File: src/rtl/br_arb_req_stage_if.sv
// rtl/br_arb_req_stage_if.sv - push-side and arbiter-side signal bundle for br_arb_req_stage
interface br_arb_req_stage_if #(
    parameter int unsigned NumRequesters = 2,
    parameter int unsigned Width         = 8
);
    logic [NumRequesters-1:0]            push_valid;
    logic [NumRequesters-1:0]            push_ready;
    logic [NumRequesters-1:0][Width-1:0] push_data;
    logic [NumRequesters-1:0]            request;
    logic [NumRequesters-1:0]            grant;
    logic                                grant_valid;
    logic [Width-1:0]                    grant_data;
    logic [NumRequesters-1:0]            starve;

    modport master (
        output push_valid, push_data, grant,
        input  push_ready, request, grant_valid, grant_data, starve
    );

    modport slave (
        input  push_valid, push_data, grant,
        output push_ready, request, grant_valid, grant_data, starve
    );
endinterface

File: src/rtl/br_arb_req_stage.sv
// rtl/br_arb_req_stage.sv - per-lane request FIFOs that hold request until grant
// Optional starvation counters: define BR_ARB_REQ_STAGE_STARVE_EN.
module br_arb_req_stage #(
    parameter int unsigned NumRequesters = 2,
    parameter int unsigned Width         = 8,
    parameter int unsigned Depth         = 2,
    parameter int unsigned MaxWait       = 8
) (
    input logic                clk,
    input logic                rst,
    br_arb_req_stage_if.slave  bus
);
    localparam int unsigned PtrW = (Depth > 1) ? $clog2(Depth) : 1;
    localparam int unsigned CntW = $clog2(Depth + 1);
    localparam logic [PtrW-1:0] LastPtr = PtrW'(Depth - 1);
    localparam logic [CntW-1:0] FullCnt = CntW'(Depth);

    logic [Width-1:0]         mem    [NumRequesters][Depth];
    logic [PtrW-1:0]          wr_ptr [NumRequesters];
    logic [PtrW-1:0]          rd_ptr [NumRequesters];
    logic [CntW-1:0]          count  [NumRequesters];
    logic [NumRequesters-1:0] request;
    logic [NumRequesters-1:0] full;
    logic [NumRequesters-1:0] push_acc;
    logic [NumRequesters-1:0] pop;
    logic [Width-1:0]         grant_data;

    function automatic logic [PtrW-1:0] ptr_inc(input logic [PtrW-1:0] p);
        return (p == LastPtr) ? '0 : p + 1'b1;
    endfunction

    // request comes only from registered occupancy, so it cannot drop before its grant
    always_comb begin
        request = '0;
        full    = '0;
        for (int i = 0; i < NumRequesters; i++) begin
            request[i] = (count[i] != '0);
            full[i]    = (count[i] == FullCnt);
        end
        push_acc = bus.push_valid & ~full;
        pop      = bus.grant & request;
    end

    always_comb begin
        grant_data = '0;
        for (int i = NumRequesters - 1; i >= 0; i--) begin
            if (pop[i]) begin
                grant_data = mem[i][rd_ptr[i]];
            end
        end
    end

    assign bus.request     = request;
    assign bus.push_ready  = ~full;
    assign bus.grant_valid = |pop;
    assign bus.grant_data  = grant_data;

    always_ff @(posedge clk) begin
        for (int i = 0; i < NumRequesters; i++) begin
            if (push_acc[i]) begin
                mem[i][wr_ptr[i]] <= bus.push_data[i];
            end
        end
    end

    always_ff @(posedge clk) begin
        if (!rst) begin
            for (int i = 0; i < NumRequesters; i++) begin
                wr_ptr[i] <= '0;
                rd_ptr[i] <= '0;
                count[i]  <= '0;
            end
        end else begin
            for (int i = 0; i < NumRequesters; i++) begin
                if (push_acc[i]) begin
                    wr_ptr[i] <= ptr_inc(wr_ptr[i]);
                end
                if (pop[i]) begin
                    rd_ptr[i] <= ptr_inc(rd_ptr[i]);
                end
                if (push_acc[i] && !pop[i]) begin
                    count[i] <= count[i] + CntW'(1);
                end else if (!push_acc[i] && pop[i]) begin
                    count[i] <= count[i] - CntW'(1);
                end
            end
        end
    end

`ifdef BR_ARB_REQ_STAGE_STARVE_EN
    localparam int unsigned WaitW = $clog2(MaxWait + 1);
    localparam logic [WaitW-1:0] WaitMax = WaitW'(MaxWait);

    logic [WaitW-1:0]         wait_cnt [NumRequesters];
    logic [NumRequesters-1:0] starve;

    always_ff @(posedge clk) begin
        if (!rst) begin
            for (int i = 0; i < NumRequesters; i++) begin
                wait_cnt[i] <= '0;
            end
        end else begin
            for (int i = 0; i < NumRequesters; i++) begin
                if (!request[i] || bus.grant[i]) begin
                    wait_cnt[i] <= '0;
                end else if (wait_cnt[i] != WaitMax) begin
                    wait_cnt[i] <= wait_cnt[i] + WaitW'(1);
                end
            end
        end
    end

    always_comb begin
        starve = '0;
        for (int i = 0; i < NumRequesters; i++) begin
            starve[i] = (wait_cnt[i] == WaitMax);
        end
    end

    assign bus.starve = starve;
`else
    assign bus.starve = '0;
`endif
endmodule
File: src/flat_wrapper.sv
// flat-port wrapper written by rule: the top's interface ports become plain ports
module br_arb_req_stage_flat 
#(
    parameter int unsigned NumRequesters = 2,
    parameter int unsigned Width         = 8,
    parameter int unsigned Depth         = 2,
    parameter int unsigned MaxWait       = 8
)
  (clk, rst, bus_push_valid, bus_push_data, bus_grant, bus_push_ready, bus_request, bus_grant_valid, bus_grant_data, bus_starve);
  br_arb_req_stage_if #(.NumRequesters(NumRequesters), .Width(Width)) bus_i ();
  input logic clk;
  input logic rst;
  input wire logic [$bits(bus_i.push_valid)-1:0] bus_push_valid;
  input wire logic [$bits(bus_i.push_data)-1:0] bus_push_data;
  input wire logic [$bits(bus_i.grant)-1:0] bus_grant;
  output wire logic [$bits(bus_i.push_ready)-1:0] bus_push_ready;
  output wire logic [$bits(bus_i.request)-1:0] bus_request;
  output wire logic [$bits(bus_i.grant_valid)-1:0] bus_grant_valid;
  output wire logic [$bits(bus_i.grant_data)-1:0] bus_grant_data;
  output wire logic [$bits(bus_i.starve)-1:0] bus_starve;
  assign bus_i.push_valid = bus_push_valid;
  assign bus_i.push_data = bus_push_data;
  assign bus_i.grant = bus_grant;
  assign bus_push_ready = bus_i.push_ready;
  assign bus_request = bus_i.request;
  assign bus_grant_valid = bus_i.grant_valid;
  assign bus_grant_data = bus_i.grant_data;
  assign bus_starve = bus_i.starve;
  br_arb_req_stage #(.NumRequesters(NumRequesters), .Width(Width), .Depth(Depth), .MaxWait(MaxWait)) u_core (.clk(clk), .rst(rst), .bus(bus_i));
endmodule
File: config.mk
export PLATFORM = sky130hd
export DESIGN_NAME = br_arb_req_stage_flat
export DESIGN_NICKNAME = d
export VERILOG_FILES = /design/src/rtl/br_arb_req_stage_if.sv /design/src/rtl/br_arb_req_stage.sv /design/src/flat_wrapper.sv
export SDC_FILE = /design/constraint.sdc
export NUM_CORES = 1
export LEC_CHECK = 0
export CAP_MARGIN = 40
export CORE_UTILIZATION = 50
export DETAILED_ROUTE_END_ITERATION = 10
export GPL_TIMING_DRIVEN = 0
export PLACE_DENSITY = 0.75
export SLEW_MARGIN = 25
export SYNTH_ARGS = -nofsm -noshare
export SYNTH_HDL_FRONTEND = slang
export SYNTH_SLANG_ARGS = --single-unit
File: constraint.sdc
create_clock -name clk -period 3.94 [get_ports clk]
set_input_delay 1.182 -clock clk [delete_from_list [all_inputs] [get_ports clk]]
set_output_delay 1.182 -clock clk [all_outputs]
set_load 0.02 [all_outputs]
==> metrics.md, run 1 <==
| Metric | Value |
|---|---|
| Leak pwr | 0.000876 uW |
| Finished Layout Cells | 222 |
| Clock net sink count | 40 |
| Worst-case clock buffer depth | 2 |
| # DRC | 0 |
| Final Max Slew Viols | 0 |
| Initial core utilization | 53.7% |
| RSZ-0062 raised after global routing | no |
| Antenna Cells | 0 |
| Core area | 3440 um^2 |
| Final Cycle Share | 96.8% |
| Mean post-synth cell area | 13.8 um^2 |
| Area share of the largest cell type after synthesis | 65.0% |
| Ratio of cells with drive above 1 in the final layout | 17.0% |
| Drt initial violations | 50 |
| DR WL/cell | 14.0 um |
| Die X | 62.8 um |
| Max Freq | 262 MHz |
| CTS HTree Levels | 2 |
| First-pass GRT wire length | 5380 um |
| Overall routing resource usage | 18.4% |
| Root buf cell | clkbuf_8 |
| Maximum Capacitance Violations | 0 |
| Area Overhead vs Synth | 27.0% |
| Clock slew at reported path FFs | 0.07 ns |
| Worst r2r src | u_core.count[0][0]$_SDFFCE_PN0P_ |
| IR Drop Worst-Case VDD | 0.000370 V |
| I/O Pins | 37 |
| Critical Path End Type | output port |
| Worst Path Required | 2.76 ns |
| Post-Syn Area | 1850 um^2 |
| Synth Instances | 134 |
| Worst EP arrival | 2.63 ns |
| Die Y | 62.8 um |
| Least-Margin Pin Slew | 0.674 ns |
| CP Launch Type | input port |
| Quantity of I/O buffers inserted on ports | 33 |
| WL final | 3100 um |
| DP Cell Count | 214 |
| Number of buffers created by CTS | 5 |
| Number of global-route vias before repair | 1,189 |
| Number of core rows | 21 |
| Placed cell area | 2240 um^2 |
| Final Cell Area | 2350 um^2 |
| Fill cells | 259 |
| Worst-Skew Late Latency | 0.29 ns |
| Seq/Total Area, Yosys | 65.0% |
| Routability cong. | 0.761 |
| Die area | 3940 um^2 |
| Status | completed |
| DP HPWL | 2260 um |
| Largest net degree at the start of global routing | 13 |
| Critical path type | input port to output port |
| Final Hold Vio Count | 0 |
| Synth area leaders | edfxtp_1 65%, mux2_2 4.9%, mux2i_1 4.3% |
| Critical path origin | bus_grant[1] |
| Power Density | 558 nW/um^2 |
| Flops & latches, synth | 40 |
| HP Start | u_core.count[1][0]$_DFFE_PP_ |
| Clk_skew | 0.00565 ns |
| Endpoints failing setup | 0 |
| Hold crit path type | flop to flop |
| CTS tree | done |
| Total global routing overflow | 0 |
| Layout Nets | 199 |
| Hold-fix buffers, CTS | 0 |
| Via count | 1,143 |
| Vias per cell | 5.15 |
| Synth warn | 0 |
| First-pass DRT Iterations | 4 |
| Synth cell types | 35 |
| Clock period minus worst slack | 3.81 ns |
| Worst Path Max Fanout | 10 |
| Max-slew headroom | 54.9% |
| Overall Power | 1310 uW |
| ANT nets after route | 0 |
| Initial antenna violation count | 0 |
| Synth area leader | edfxtp_1 |
-- area by class of cell --
cell class / instances / area, um^2 / area share [%]
Sequential cell: 40 / 1200 / 51.2
Buffer: 7 / 51.3 / 2.19
Multi-Input combinational cell: 82 / 587 / 25.0
Clock buffer: 6 / 72.6 / 3.09
Tap cell: 46 / 57.6 / 2.45
Clock inverter: 2 / 35.0 / 1.49
Inverter: 6 / 22.5 / 0.960
Timing Repair Buffer: 33 / 319 / 13.6
-- worst max-delay path: stages --
cell	delay, ns
clkdlybuf4s50_1	0.47
nor2b_2	0.24
clkbuf_8	0.21
nand3_1	0.07
o21ai_0	0.09
dlygate4sd2_1	0.36
-- sequential cells by signal, indices dropped and copies added, names as in the netlist --
register and cells:
u_core.rd_ptr 2, u_core.mem 32, u_core.wr_ptr 2, u_core.count 4
-- per-stage QoR --
step	hold slack, ns	worst slack (ns)	util [%]	setup TNS (ns)
finish	0.575	0.127	68.2	0
global route	0.611	0.0257	68.2	0
CTS	0.577	0.109	68.2	0
detailed placement	0.567	-0.414	65.0	-2.96
global placement	0.562	-0.359	65.0	-2.72
floorplan	0.537	0.752	-	0
-- per-layer routing --
layer,routed length (um),up-vias,part of all wire [%],GRT usage [%]
met3,150,5,4.8,5.29
li1,-,573,-,-
met2,1540,36,50,31.1
met5,0,-,0,0
met4,55,0,1.8,7.85
met1,1350,529,44,21.9
-- what timing repair did --
action	in CTS	in global routing
endpoints found under the setup margin	9	0
buffers inserted	0	0
gates resized for setup	11	0
-- final timing paths --
path	end	slack (ns)	depth (start not counted)
worst max-delay path	bus_grant_data[1]	0.13	6
worst min-delay path	u_core.count[1][0]$_DFFE_PP_	0.58	1
worst min register to register	u_core.count[1][0]$_DFFE_PP_	0.58	1
worst max register to register	u_core.mem[0][9]$_DFFE_PP_	2.19	3
-- cell usage in the layout (no fill, tap or decap), types with 2 or more instances in the layout --
master / Yosys / final
inv_1: 6 / 6
mux2_2: 8 / 8
a21oi_1: 2 / 2
nor3_1: 2 / 2
ha_1: 2 / 2
dlygate4sd2_1: 0 / 9
nor2b_1: 2 / 2
buf_1: 2 / 2
buf_4: 3 / 3
nand3_1: 10 / 10
mux2i_1: 8 / 8
or2_2: 2 / 2
clkbuf_8: 1 / 6
clkdlybuf4s50_1: 0 / 24
edfxtp_1: 40 / 40
nand2_1: 11 / 11
nor2_1: 7 / 7
o21ai_0: 9 / 9
conb_1: 1 / 2
-- synth_stat cells --
cell / instances
nor2_1: 7
o211ai_4: 1
nor3_1: 2
or2b_1: 1
mux2i_1: 8
a311oi_1: 1
a211oi_1: 1
mux2_2: 8
or2_2: 2
nand2b_4: 1
a21oi_2: 1
nand2_1: 11
buf_4: 3
o21ai_1: 1
a2111oi_2: 1
conb_1: 1
and2_1: 1
ha_1: 2
clkbuf_8: 1
a211o_1: 1
nand3_1: 10
mux2_4: 1
clkbuf_4: 1
inv_1: 6
buf_1: 2
o21bai_1: 1
nor2_4: 1
a21oi_1: 2
a21o_1: 1
and3_1: 1
o21ai_0: 9
nor2b_1: 2
nor2b_2: 1
nand2b_1: 1
edfxtp_1: 40
-- where the power goes --
part | total, uW | leakage [uW] | internal, uW | switching [uW]
Combinational | 416 | 0.000437 | 184 | 232
Clock | 319 | 0.0000552 | 188 | 131
Sequential | 573 | 0.000384 | 545 | 27.8
-- cells by family after synthesis --
| group | synth area share (%) |
|---|---|
| simple gates | 11.5 |
| other cells | 0.203 |
| compound gates | 7.86 |
| flops | 65.0 |
| mux | 10.0 |
| buf+inv | 4.00 |
| fa+ha+maj | 1.35 |
(Power assumes the default switching activity.)
==> run 2: changes to the inputs <==
Settings changed: CTS_CLUSTER_SIZE from default to 20.
==> results of run 2 <==
Final layout, timing and power as in run 1 (identical DEF).
==> run 3: changes to the inputs <==
Settings changed: REMOVE_ABC_BUFFERS from default to 1.
==> metrics.md, run 3 (synthesis results as in run 1) <==
| Metric | Value |
|---|---|
| Status | completed |
| DR WL/cell | 14.6 um (+4.8%) |
| Final Hold Vio Count | 0 (unchanged) |
| Number of core rows | 21 (unchanged) |
| Critical Path End Type | output port |
| Number of global-route vias before repair | 1,171 (-1.5%) |
| Max Freq | 259 MHz (-1.4%) |
| Hold-fix buffers, CTS | 0 (unchanged) |
| Least-Margin Pin Slew | 0.686 ns (+0.0126 ns) |
| Critical path type | input port to output port |
| Largest net degree at the start of global routing | 15 (+2) |
| Worst EP arrival | 2.68 ns (+0.05 ns) |
| Clock period minus worst slack | 3.87 ns (+0.0540 ns) |
| Worst-case clock buffer depth | 2 (unchanged) |
| Routability cong. | 0.764 (+0.41%) |
| Maximum Capacitance Violations | 0 (unchanged) |
| Quantity of I/O buffers inserted on ports | 34 (+3.0%) |
| Finished Layout Cells | 216 (-2.7%) |
| ANT nets after route | 0 (unchanged) |
| Final Cycle Share | 98.1% (+1.4 points) |
| First-pass GRT wire length | 5220 um (-2.8%) |
| Antenna Cells | 0 (unchanged) |
| Hold crit path type | flop to flop |
| Core area | 3440 um^2 (unchanged) |
| Power Density | 584 nW/um^2 (+4.7%) |
| Placed cell area | 2200 um^2 (-1.5%) |
| I/O Pins | 37 (unchanged) |
| Multi-input logic area | 584 um^2 (-0.43%) |
| Overall routing resource usage | 18.1% (-0.31 points) |
| CTS tree | done |
| Die area | 3940 um^2 (unchanged) |
| Worst-Skew Late Latency | 0.29 ns (about the same) |
| Leak pwr | 0.000861 uW (-1.7%) |
| Die Y | 62.8 um (unchanged) |
| Worst r2r src | u_core.count[1][0]$_DFFE_PP_ |
| Worst Path Required | 2.76 ns (about the same) |
| Max-slew headroom | 54.1% (-0.84 points) |
| Overall Power | 1360 uW (+4.2%) |
| Layout Nets | 194 (-2.5%) |
| Endpoints failing setup | 0 (unchanged) |
| Root buf cell | clkbuf_8 |
| Most frequent cells in the layout | 40 x edfxtp_1, 26 x clkdlybuf4s50_1, 11 x nand2_1, 10 x nand3_1, 9 x o21ai_0 |
| Total global routing overflow | 0 (unchanged) |
| Most common cell after layout, fill and taps aside | edfxtp_1 |
| First-pass DRT Iterations | 4 (unchanged) |
| Max reg flops | 32 (unchanged) |
| Initial core utilization | 53.7% (unchanged) |
| Area Overhead vs Synth | 26.4% |
| DP HPWL | 2330 um (+3.0%) |
| Die X | 62.8 um (unchanged) |
| Number of buffers created by CTS | 5 (unchanged) |
| CTS HTree Levels | 2 (unchanged) |
| Vias per cell | 5.32 (+3.3%) |
| Clock slew at reported path FFs | 0.07 ns (about the same) |
| # DRC | 0 (unchanged) |
| IR Drop Worst-Case VDD | 0.000372 V (+0.62%) |
| Via count | 1,149 (+0.52%) |
| WL final | 3160 um (+2.0%) |
| Final Cell Area | 2330 um^2 (-0.48%) |
| Fill cells | 243 (-6.2%) |
| RSZ-0062 raised after global routing | no |
| HP Start | u_core.count[1][0]$_DFFE_PP_ |
| Register area | 1200 um^2 (unchanged) |
| CP Launch Type | input port |
| Critical path origin | bus_grant[0] |
| Worst Path Max Fanout | 14 (+4) |
| Final Max Slew Viols | 0 (unchanged) |
| Drt initial violations | 40 (-20%) |
| Clk_skew | 0.00275 ns (-0.00290 ns) |
| Ratio of cells with drive above 1 in the final layout | 15.3% (-1.8 points) |
| Initial antenna violation count | 0 (unchanged) |
| DP Cell Count | 209 (-2.3%) |
| Clock net sink count | 40 (unchanged) |
[run 3: cell count changes in the layout (fill, tap and decap cells not counted), moves of 2 or more]
cell	previous run	this run
dlygate4sd2_1	9	6
buf_1	2	0
buf_4	3	1
clkdlybuf4s15_1	0	2
clkdlybuf4s50_1	24	26
[run 3: worst paths after layout]
| check | slack (ns) | endpoint | cells past startpoint |
|---|---|---|---|
| worst max-delay path | 0.07 | bus_grant_data[6] | 5 |
| worst min-delay path | 0.57 | u_core.count[1][0]$_DFFE_PP_ | 1 |
| worst max register to register | 2.21 | u_core.mem[0][24]$_DFFE_PP_ | 4 |
| worst min register to register | 0.57 | u_core.count[1][0]$_DFFE_PP_ | 1 |
[run 3: worst max-delay path, cell delays in order]
cell	delay, ns
clkdlybuf4s50_1	0.59
o21ai_2	0.14
buf_4	0.20
o21ai_0	0.21
dlygate4sd2_1	0.36
[run 3: what timing repair did]
action / in CTS / in global routing
gates resized for setup: 10 / 2
setup buffers: 0 / 0
pin swaps: 0 / 0
setup endpoints to repair: 8 / 2
[run 3: where the power goes]
part / leakage (uW) / internal, uW / switching (uW) / total (uW)
combinational: 0.000413 / 177 / 218 / 395
sequential: 0.000384 / 546 / 42.1 / 588
clock: 0.0000642 / 249 / 131 / 380
[run 3: area by class of cell]
type                       instances  area share (%)
sequential                        40            51.4
multi-input combinational         82            25.0
timing repair buffer              35            14.6
clock buffer                       5            2.95
clock inverter                     2            2.57
tap                               46            2.47
inverter                           6           0.965
[run 3: per-layer routing]
metal	up-vias	part of all wire, %	wire length [um]	GRT usage (%)
met5	-	0	0	0
met4	0	2.5	78	10.5
met3	8	3.2	100	3.47
met2	28	53	1680	32.1
met1	547	41	1300	20.2
li1	566	-	-	-
[run 3: metrics by stage]
stage	utilization [%]	hold slack [ns]	TNS, ns	worst slack, ns
final	67.8	0.572	0	0.0734
after global routing	67.8	0.608	0	0.0176
after CTS	67.8	0.578	0	0.0813
after detailed placement	64.0	0.568	-2.30	-0.316
after global placement	63.8	0.556	-3.86	-0.490
after floorplan	-	0.537	0	0.753
